--- src/rtl/pwm_cap_pkg.sv ---
// Shared constants and helpers for the multi-channel PWM duty capture block.
// The optional input conditioning is enabled by PWM_CAP_GLITCH_FILT_EN.
package pwm_cap_pkg;

    localparam int unsigned MAG_W = 32;

    // Largest count a window can report: the terminal-cycle sample is never counted.
    function automatic logic [MAG_W-1:0] duty_max(input int unsigned w);
        return MAG_W'((64'd1 << w) - 64'd1);
    endfunction

    // Direction-signed duty; a zero magnitude stays zero when negated.
    function automatic logic [MAG_W:0] sign_duty(input logic [MAG_W-1:0] mag, input logic rev);
        logic [MAG_W:0] ext;
        ext = {1'b0, mag};
        return rev ? (~ext + (MAG_W+1)'(1)) : ext;
    endfunction

    function automatic logic maj3(input logic a, input logic b, input logic c);
        return (a & b) | (a & c) | (b & c);
    endfunction

endpackage

--- src/rtl/pwm_cap_filt.sv ---
// Single-bit 2-flop synchroniser followed by a 3-sample majority vote.
// Used only when PWM_CAP_GLITCH_FILT_EN is defined; latency is 4 clocks.
module pwm_cap_filt
    import pwm_cap_pkg::*;
(
    input  logic clk,
    input  logic RST_n,
    input  logic d,
    output logic q
);

    logic       s1;
    logic       s2;
    logic [1:0] hist;

    // s2 plus hist form the last three synchronised samples
    always_ff @(posedge clk or negedge RST_n) begin
        if (!RST_n) begin
            s1   <= 1'b0;
            s2   <= 1'b0;
            hist <= 2'b00;
            q    <= 1'b0;
        end else begin
            s1   <= d;
            s2   <= s1;
            hist <= {hist[0], s2};
            q    <= maj3(s2, hist[0], hist[1]);
        end
    end

endmodule

--- src/rtl/pwm_capture_array.sv ---
// NCH-channel PWM high-time measurer over a shared 2^CNT_W clock window.
// Define PWM_CAP_GLITCH_FILT_EN to synchronise and majority-filter pwm/dir.
module pwm_capture_array
    import pwm_cap_pkg::*;
#(
    parameter int unsigned NCH   = 2,
    parameter int unsigned CNT_W = 11
)
(
    input  logic                     clk,
    input  logic                     RST_n,
    input  logic [NCH-1:0]           pwm,
    input  logic [NCH-1:0]           dir,
    input  logic                     clr,
    output logic [NCH*CNT_W-1:0]     duty,
    output logic [NCH*(CNT_W+1)-1:0] duty_s,
    output logic [NCH-1:0]           sat,
    output logic [NCH-1:0]           zero,
    output logic                     vld,
    output logic [7:0]               wcnt
);

    localparam int unsigned SW = CNT_W + 1;
    localparam logic [CNT_W-1:0] CNT_MAX = CNT_W'(duty_max(CNT_W));

    logic [NCH-1:0]   pwm_cond;
    logic [NCH-1:0]   dir_cond;
    logic [CNT_W-1:0] per_cnt;
    logic             terminal_c;
    logic             latch_c;

`ifdef PWM_CAP_GLITCH_FILT_EN
    for (genvar i = 0; i < int'(NCH); i++) begin : g_filt
        pwm_cap_filt u_pwm_filt (.clk(clk), .RST_n(RST_n), .d(pwm[i]), .q(pwm_cond[i]));
        pwm_cap_filt u_dir_filt (.clk(clk), .RST_n(RST_n), .d(dir[i]), .q(dir_cond[i]));
    end
`else
    assign pwm_cond = pwm;
    assign dir_cond = dir;
`endif

    assign terminal_c = (per_cnt == CNT_MAX);
    // clr on the terminal cycle suppresses the window result
    assign latch_c    = terminal_c & ~clr;

    always_ff @(posedge clk or negedge RST_n) begin
        if (!RST_n) begin
            per_cnt <= '0;
        end else if (clr) begin
            per_cnt <= '0;
        end else begin
            per_cnt <= per_cnt + CNT_W'(1);
        end
    end

    always_ff @(posedge clk or negedge RST_n) begin
        if (!RST_n) begin
            vld  <= 1'b0;
            wcnt <= 8'd0;
        end else begin
            vld <= latch_c;
            if (latch_c) begin
                wcnt <= wcnt + 8'd1;
            end
        end
    end

    for (genvar i = 0; i < int'(NCH); i++) begin : g_ch
        logic [CNT_W-1:0] hcnt;
        logic [CNT_W-1:0] duty_r;
        logic [SW-1:0]    duty_s_r;
        logic             sat_r;
        logic             zero_r;

        // High-time accumulator; the terminal-cycle sample is never counted
        always_ff @(posedge clk or negedge RST_n) begin
            if (!RST_n) begin
                hcnt <= '0;
            end else if (clr || terminal_c) begin
                hcnt <= '0;
            end else if (pwm_cond[i]) begin
                hcnt <= hcnt + CNT_W'(1);
            end
        end

        always_ff @(posedge clk or negedge RST_n) begin
            if (!RST_n) begin
                duty_r   <= '0;
                duty_s_r <= '0;
                sat_r    <= 1'b0;
                zero_r   <= 1'b0;
            end else if (latch_c) begin
                duty_r   <= hcnt;
                duty_s_r <= SW'(sign_duty(MAG_W'(hcnt), dir_cond[i]));
                sat_r    <= (hcnt == CNT_MAX);
                zero_r   <= (hcnt == '0);
            end
        end

        assign duty[i*CNT_W +: CNT_W] = duty_r;
        assign duty_s[i*SW +: SW]     = duty_s_r;
        assign sat[i]                 = sat_r;
        assign zero[i]                = zero_r;
    end

endmodule

--- config.mk ---
export PLATFORM = sky130hd
export DESIGN_NAME = pwm_capture_array
export DESIGN_NICKNAME = d
export VERILOG_FILES = /design/src/rtl/pwm_cap_pkg.sv /design/src/rtl/pwm_cap_filt.sv /design/src/rtl/pwm_capture_array.sv
export SDC_FILE = /design/constraint.sdc
export NUM_CORES = 1
export LEC_CHECK = 0
export CORE_MARGIN = 4
export CORE_UTILIZATION = 45
export DETAILED_ROUTE_END_ITERATION = 8
export DONT_BUFFER_PORTS = 1
export GPL_TIMING_DRIVEN = 0
export SLEW_MARGIN = 5
export SYNTH_ARGS = -nofsm -noshare
export SYNTH_HDL_FRONTEND = slang
export SYNTH_SLANG_ARGS = --single-unit
export TNS_END_PERCENT = 100
--- constraint.sdc ---
create_clock -name clk -period 4 [get_ports clk]
set_input_delay 0 -clock clk [delete_from_list [all_inputs] [get_ports clk]]
set_output_delay 0 -clock clk [all_outputs]
set_load 0.02 [all_outputs]
==> results of run 1 <==
-- power by group --
group	total [W]	leakage, nW	switching, W	internal [W]
combinational	0.000108	0.823	0.0000651	0.0000433
sequential	0.000926	1.25	0.0000108	0.000915
clock	0.000630	0.0986	0.000308	0.000322
total	0.00166	2.17	0.000384	0.00128
-- cell usage in the layout (no fill, tap or decap), types with 8 or more instances in the layout --
cell,netlist,routed
dfrtp_1,90,90
nor2_1,38,38
xnor2_1,33,33
mux2_2,30,30
nand2_1,28,28
clkbuf_1,19,20
xor2_1,20,20
o21ai_0,15,15
nand4_1,13,13
clkbuf_8,0,11
inv_1,9,9
nand3_1,8,8
-- worst min-delay path by stage --
stage / from / endpoint / cells after the start / slack [ns]
after floorplan: RST_n / g_ch[0].duty_r[0] / 0 / -0.30
after global placement: RST_n / per_cnt[2] / 0 / -0.29
after detailed placement: RST_n / per_cnt[2] / 0 / -0.29
after CTS: clr / g_ch[1].duty_s_r[2] / 3 / 0.03
after global routing: clr / per_cnt[8] / 2 / 0.05
final: clr / g_ch[1].duty_s_r[2] / 3 / 0.04
-- area by class of cell --
class	count	area [sq um]	share of cell area, %
sequential	90	2252	47.97
multi-input combinational	252	1809	38.54
buffer	33	161.4	3.438
tap	129	161.4	3.438
clock buffer	12	155.1	3.305
timing repair buffer	5	67.56	1.439
clock inverter	4	50.05	1.066
inverter	10	37.54	0.7996
-- sequential cells by signal (all words and copies together), names as in the netlist --
name / cells
g_ch.duty_r: 22
vld: 1
wcnt: 8
g_ch.sat_r: 2
g_ch.zero_r: 2
g_ch.duty_s_r: 22
per_cnt: 11
g_ch.hcnt: 22
-- worst max-delay path, stage by stage (launching register included) --
cell and delay (ns):
dfrtp_1 0.38, ha_1 0.22, nand3_2 0.16, nor4_2 0.39, nand3b_1 0.40, clkinv_1 0.31, mux2_2 0.36
-- layer usage --
layer  GRT usage, %  wire (um)  share of wire (%)
met1          22.22       4018                 46
met2          26.59       3976                 46
met3          6.614        624                7.1
met4          5.342        118                1.4
met5              0          0                  0
-- through the flow --
step / total power, W / std cells / setup WS (ns)
floorplan: 0.001011 / 385 / 2.088
global placement: 0.001028 / 514 / 1.705
detailed placement: 0.001029 / 514 / 1.674
CTS: 0.001690 / 535 / 1.613
global route: 0.001744 / 535 / 1.403
finish: 0.001665 / 535 / 1.663
-- kinds of logic (layout without fill, tap and decap cells) --
family / count (synthesis) / after routing / synth area share, %
compound gates: 37 / 37 / 6.227
xor+xnor: 53 / 53 / 10.90
fa+ha+maj: 6 / 6 / 1.762
buf+inv: 43 / 64 / 4.669
flops: 90 / 90 / 52.86
mux: 34 / 34 / 8.869
simple gates: 122 / 122 / 14.71
-- repair_timing --
| action | in CTS | in global routing |
|---|---|---|
| hold buffers | 5 | 0 |
| endpoints found under the hold margin | 95 | 0 |
| endpoints found under the setup margin | 0 | 0 |
==> results.yml, run 1 <==
yosys:
  yosys_warnings: 0
  synth_flop_cell: "dfrtp_1"
  synth_fp_nets: 398
  synthCells: 385
  synth.most_common_cell: "dfrtp_1"
  synth_area_leaders: "dfrtp_1 53%, mux2_2 7.9%, xnor2_1 6.8%"
  synth_area_per_cell_sq_um: 11.07
  synth_common_cells: "90 x dfrtp_1, 38 x nor2_1, 33 x xnor2_1, 30 x mux2_2, 28 x nand2_1"
  synth_edf_count: 0
  synth_top_cell_area_share_pct: 52.86
  yosysSeqAreaShare_pct: 52.86
  async_reset_ff_share_pct: 100.0
  synth-seq-cells: 90
  synthDistinctLibCells: 42
  syn_area_sq_um: 4260
  yosys.area.top_type: "dfrtp_1"
finish:
  fin_nets: 414
  layout-drive-gt1-share_pct: 17.24
  design_area_sq_um: 4695
  antenna_cells: 0
  n_fill_cell: 833
  syn_to_final_growth_pct: 10.19
  fin_util_pct: 50.81
global_route:
  antenna_found_initial: 0
  grt_usage_pct: 17.15
  grt.overflow.total: 0
  grt_max_degree: 91
  grt_pass1_wl_um: 15060
  grt_pass1_vias: 2826
power_and_ir_drop:
  peakVddDrop_uv: 170.0
  powerDensity_nw_per_um2: 354.6
  p_leak_nw: 2.174
floorplan:
  start_util_pct: 46.11
  die_w_um: 105.3
  die-area_sq_um: 11090
  ios: 66
  fp-row-count: 35
  die_y_um: 105.3
  core_area_sq_um: 9240
setup_path:
  r2r-start: "per_cnt[0]"
  crit_fanout: 8
  worstPathArrival_ns: 2.58
  startpoint_type: "flip-flop"
  required_ns: 4.24
  rrSetupSlack_ns: 1.66
  worstSetupPathType: "reg2reg"
  rr_worst_depth: 6
  endpoint_kind: "flip-flop"
  crit_end: "g_ch[0].duty_s_r[7]"
  r2r_end: "g_ch[0].duty_s_r[7]"
  crit_start: "per_cnt[0]"
sta:
  fin_skew_ns: 0.006921
  period_needed_ns: 2.337
  fin_crit_sh_pct: 58.42
  fmax_mhz: 428.0
  hold_viol: 0
  rsz0062_at_grt: "no"
  worstMarginPinSlew_ns: 0.5671
  setup_violations: 0
  holdWs_ns: 0.04320
  setup_tns_ns: 0
  slew_headroom_pct: 62.19
  drv_slew: 0
hold_path:
  hp-class: "in2reg"
clocking:
  h-tree-depth: 3
  cts_tree: "done"
  postCtsSetupRepairBufs: 0
  worstSkewPairLatency_ns: 0.35
  cts.path.max_buffers: 2
  postCtsResizedCells: 0
  root_buffer: "clkbuf_8"
  cts.sinks: 90
  numCtsBuffers: 9
  path_clk_slew_ns: 0.08
job:
  maxCapViolations: 0
route:
  drtIter0Drc: 83
  post_drt_via_cell_ratio: 5.163
  wl_um: 8737
  firstDrtPassIters: 4
  drc_errors: 0
  vias: 2762
  antenna_left: 0
  wl_per_cell_um: 16.33
placed_design:
  portBuffers: 0
  dp_hpwl_um: 6104
  dpl_cell_area_sq_um: 4422
  place.gp.congestion: 0.8299
run_status:
  status: "finished clean"
No activity file was read; power rests on OpenSTA's default activity.
==> run 2: changes to the inputs <==
Clock period 4 ns to 2.45 ns, I/O delays scaled along.
==> run 2 against run 1 <==
Compared with the run above: sequential cell count unchanged; power increased by 63%; critical path depth shrank 1.
==> results.yml, run 2 (synthesized netlist as in run 1, its figures left out) <==
clocking:
  path_clk_slew_ns: 0.08
  root_buffer: "clkbuf_8"
  worstSkewPairLatency_ns: 0.35
  postCtsResizedCells: 0
  cts.path.max_buffers: 2
  cts_tree: "done"
  numCtsBuffers: 9
  cts.sinks: 90
  h-tree-depth: 3
global_route:
  grt_max_degree: 91
  grt.overflow.total: 0
  grt_usage_pct: 17.15
  grt_pass1_vias: 2826
  grt_pass1_wl_um: 15060
  antenna_found_initial: 0
power_and_ir_drop:
  seq_power_share_pct: 55.6
  power_frac_clock_pct: 37.9
  p_sw_share_pct: 23.09
  peakVddDrop_uv: 277.7
  p_comb_share_pct: 6.5
  p_switching_w: 0.0006278
  powerDensity_nw_per_um2: 576.4
  p_leak_nw: 2.187
  p_int_w: 0.002091
floorplan:
  die_y_um: 105.3
  core_area_sq_um: 9240
  fp-row-count: 35
  ios: 66
  start_util_pct: 46.11
  die-area_sq_um: 11090
  die_w_um: 105.3
sta:
  fin_skew_ns: 0.005847
  period_needed_ns: 2.186
  worst_slack_ns: 0.2641
  hold_viol: 0
  fmax_mhz: 457.5
  slew_headroom_pct: 62.01
  worstMarginPinSlew_ns: 0.5699
  drv_slew: 0
  rsz0062_at_grt: "no"
  setup_tns_ns: 0
  fin_crit_sh_pct: 89.22
  setup_violations: 0
route:
  antenna_left: 0
  wl_um: 8784
  drc_errors: 0
  post_drt_via_cell_ratio: 5.177
  firstDrtPassIters: 4
  vias: 2785
  drtIter0Drc: 92
  wl_per_cell_um: 16.33
placed_design:
  dp_slack_ns: 0.1239
  portBuffers: 0
  place.gp.congestion: 0.8299
  dp_hpwl_um: 6104
setup_path:
  endpoint_kind: "flip-flop"
  worstSetupPathType: "reg2reg"
  startpoint_type: "flip-flop"
  required_ns: 2.69
  crit_fanout: 10
  worstPathArrival_ns: 2.43
finish:
  fin_nets: 417
  final_common_cell: "dfrtp_1"
  mostFrequentLayoutCells: "90 x dfrtp_1, 38 x nor2_1, 33 x xnor2_1"
  layout-drive-gt1-share_pct: 17.85
  antenna_cells: 0
  reg_top3: "g_ch.duty_r (22), g_ch.duty_s_r (22), g_ch.hcnt (22)"
  syn_to_final_growth_pct: 10.72
job:
  maxCapViolations: 0
run_status:
  status: "finished clean"
hold_path:
  hp-class: "in2reg"
## run 2: area by class of cell
cell class / instances / area, sq um
plain buffers: 33 / 161.4
fillers: 835 / 4523
inverters: 10 / 37.54
clock buffers: 12 / 155.1
flip-flops and latches: 90 / 2252
repair buffers: 8 / 90.09
multi-input cells: 252 / 1809
well taps: 129 / 161.4
clock inverters: 4 / 50.05
## run 2: power by group through the flow
stage	clock, W	sequential, W	combinational, W
after floorplan	0	0.00154	0.000114
after global placement	0	0.00154	0.000137
after detailed placement	0	0.00154	0.000138
after CTS	0.00107	0.00151	0.000180
after global routing	0.00113	0.00151	0.000202
final	0.00103	0.00151	0.000177
## run 2: final timing paths
kind / startpoint / endpoint / slack [ns] / cells after the start
max: per_cnt[0] / g_ch[0].duty_s_r[3] / 0.26 / 5
min: clr / g_ch[0].zero_r / 0.03 / 3
max reg2reg: per_cnt[0] / g_ch[0].duty_s_r[3] / 0.26 / 5
min reg2reg: per_cnt[0] / per_cnt[0] / 0.47 / 1
max in group asynchronous: RST_n / g_ch[1].hcnt[6] / 1.87 / 2
min in group asynchronous: RST_n / per_cnt[8] / 0.25 / 2
## run 2: routing by layer
metal | vias up | routed length, um | GRT usage [%]
li1 | 1352 | - | -
met1 | 1374 | 4027 | 22.22
met2 | 48 | 4020 | 26.59
met3 | 11 | 618 | 6.614
met4 | 0 | 118 | 5.342
met5 | - | 0 | 0
## run 2: worst max-delay path, stage by stage, from the launching register on
cell	delay, ns
dfrtp_1	0.39
ha_1	0.22
nand3_2	0.16
nor4_1	0.41
clkbuf_1	0.50
mux2_2	0.40
## run 2: metrics by stage
| stage | std cells | area [sq um] | power (W) | utilization [%] | hold WS, ns |
|---|---|---|---|---|---|
| after global placement | 514 | 4422 | 0.001679 | 47.85 | -0.2918 |
| after CTS | 535 | 4695 | 0.002758 | 50.81 | 0.02892 |
| final | 538 | 4717 | 0.002719 | 51.05 | 0.02852 |
| after global routing | 538 | 4717 | 0.002850 | 51.05 | 0.01669 |
| after floorplan | 385 | 4260 | 0.001651 | - | -0.2956 |
| after detailed placement | 514 | 4422 | 0.001680 | 47.85 | -0.2915 |
## run 2: timing repair
item | 4_1_cts | 5_1_grt
hold buffers | 5 | 0
buffers inserted | 0 | 3
hold endpoints to repair | 95 | 0
setup endpoints to repair | 0 | 14
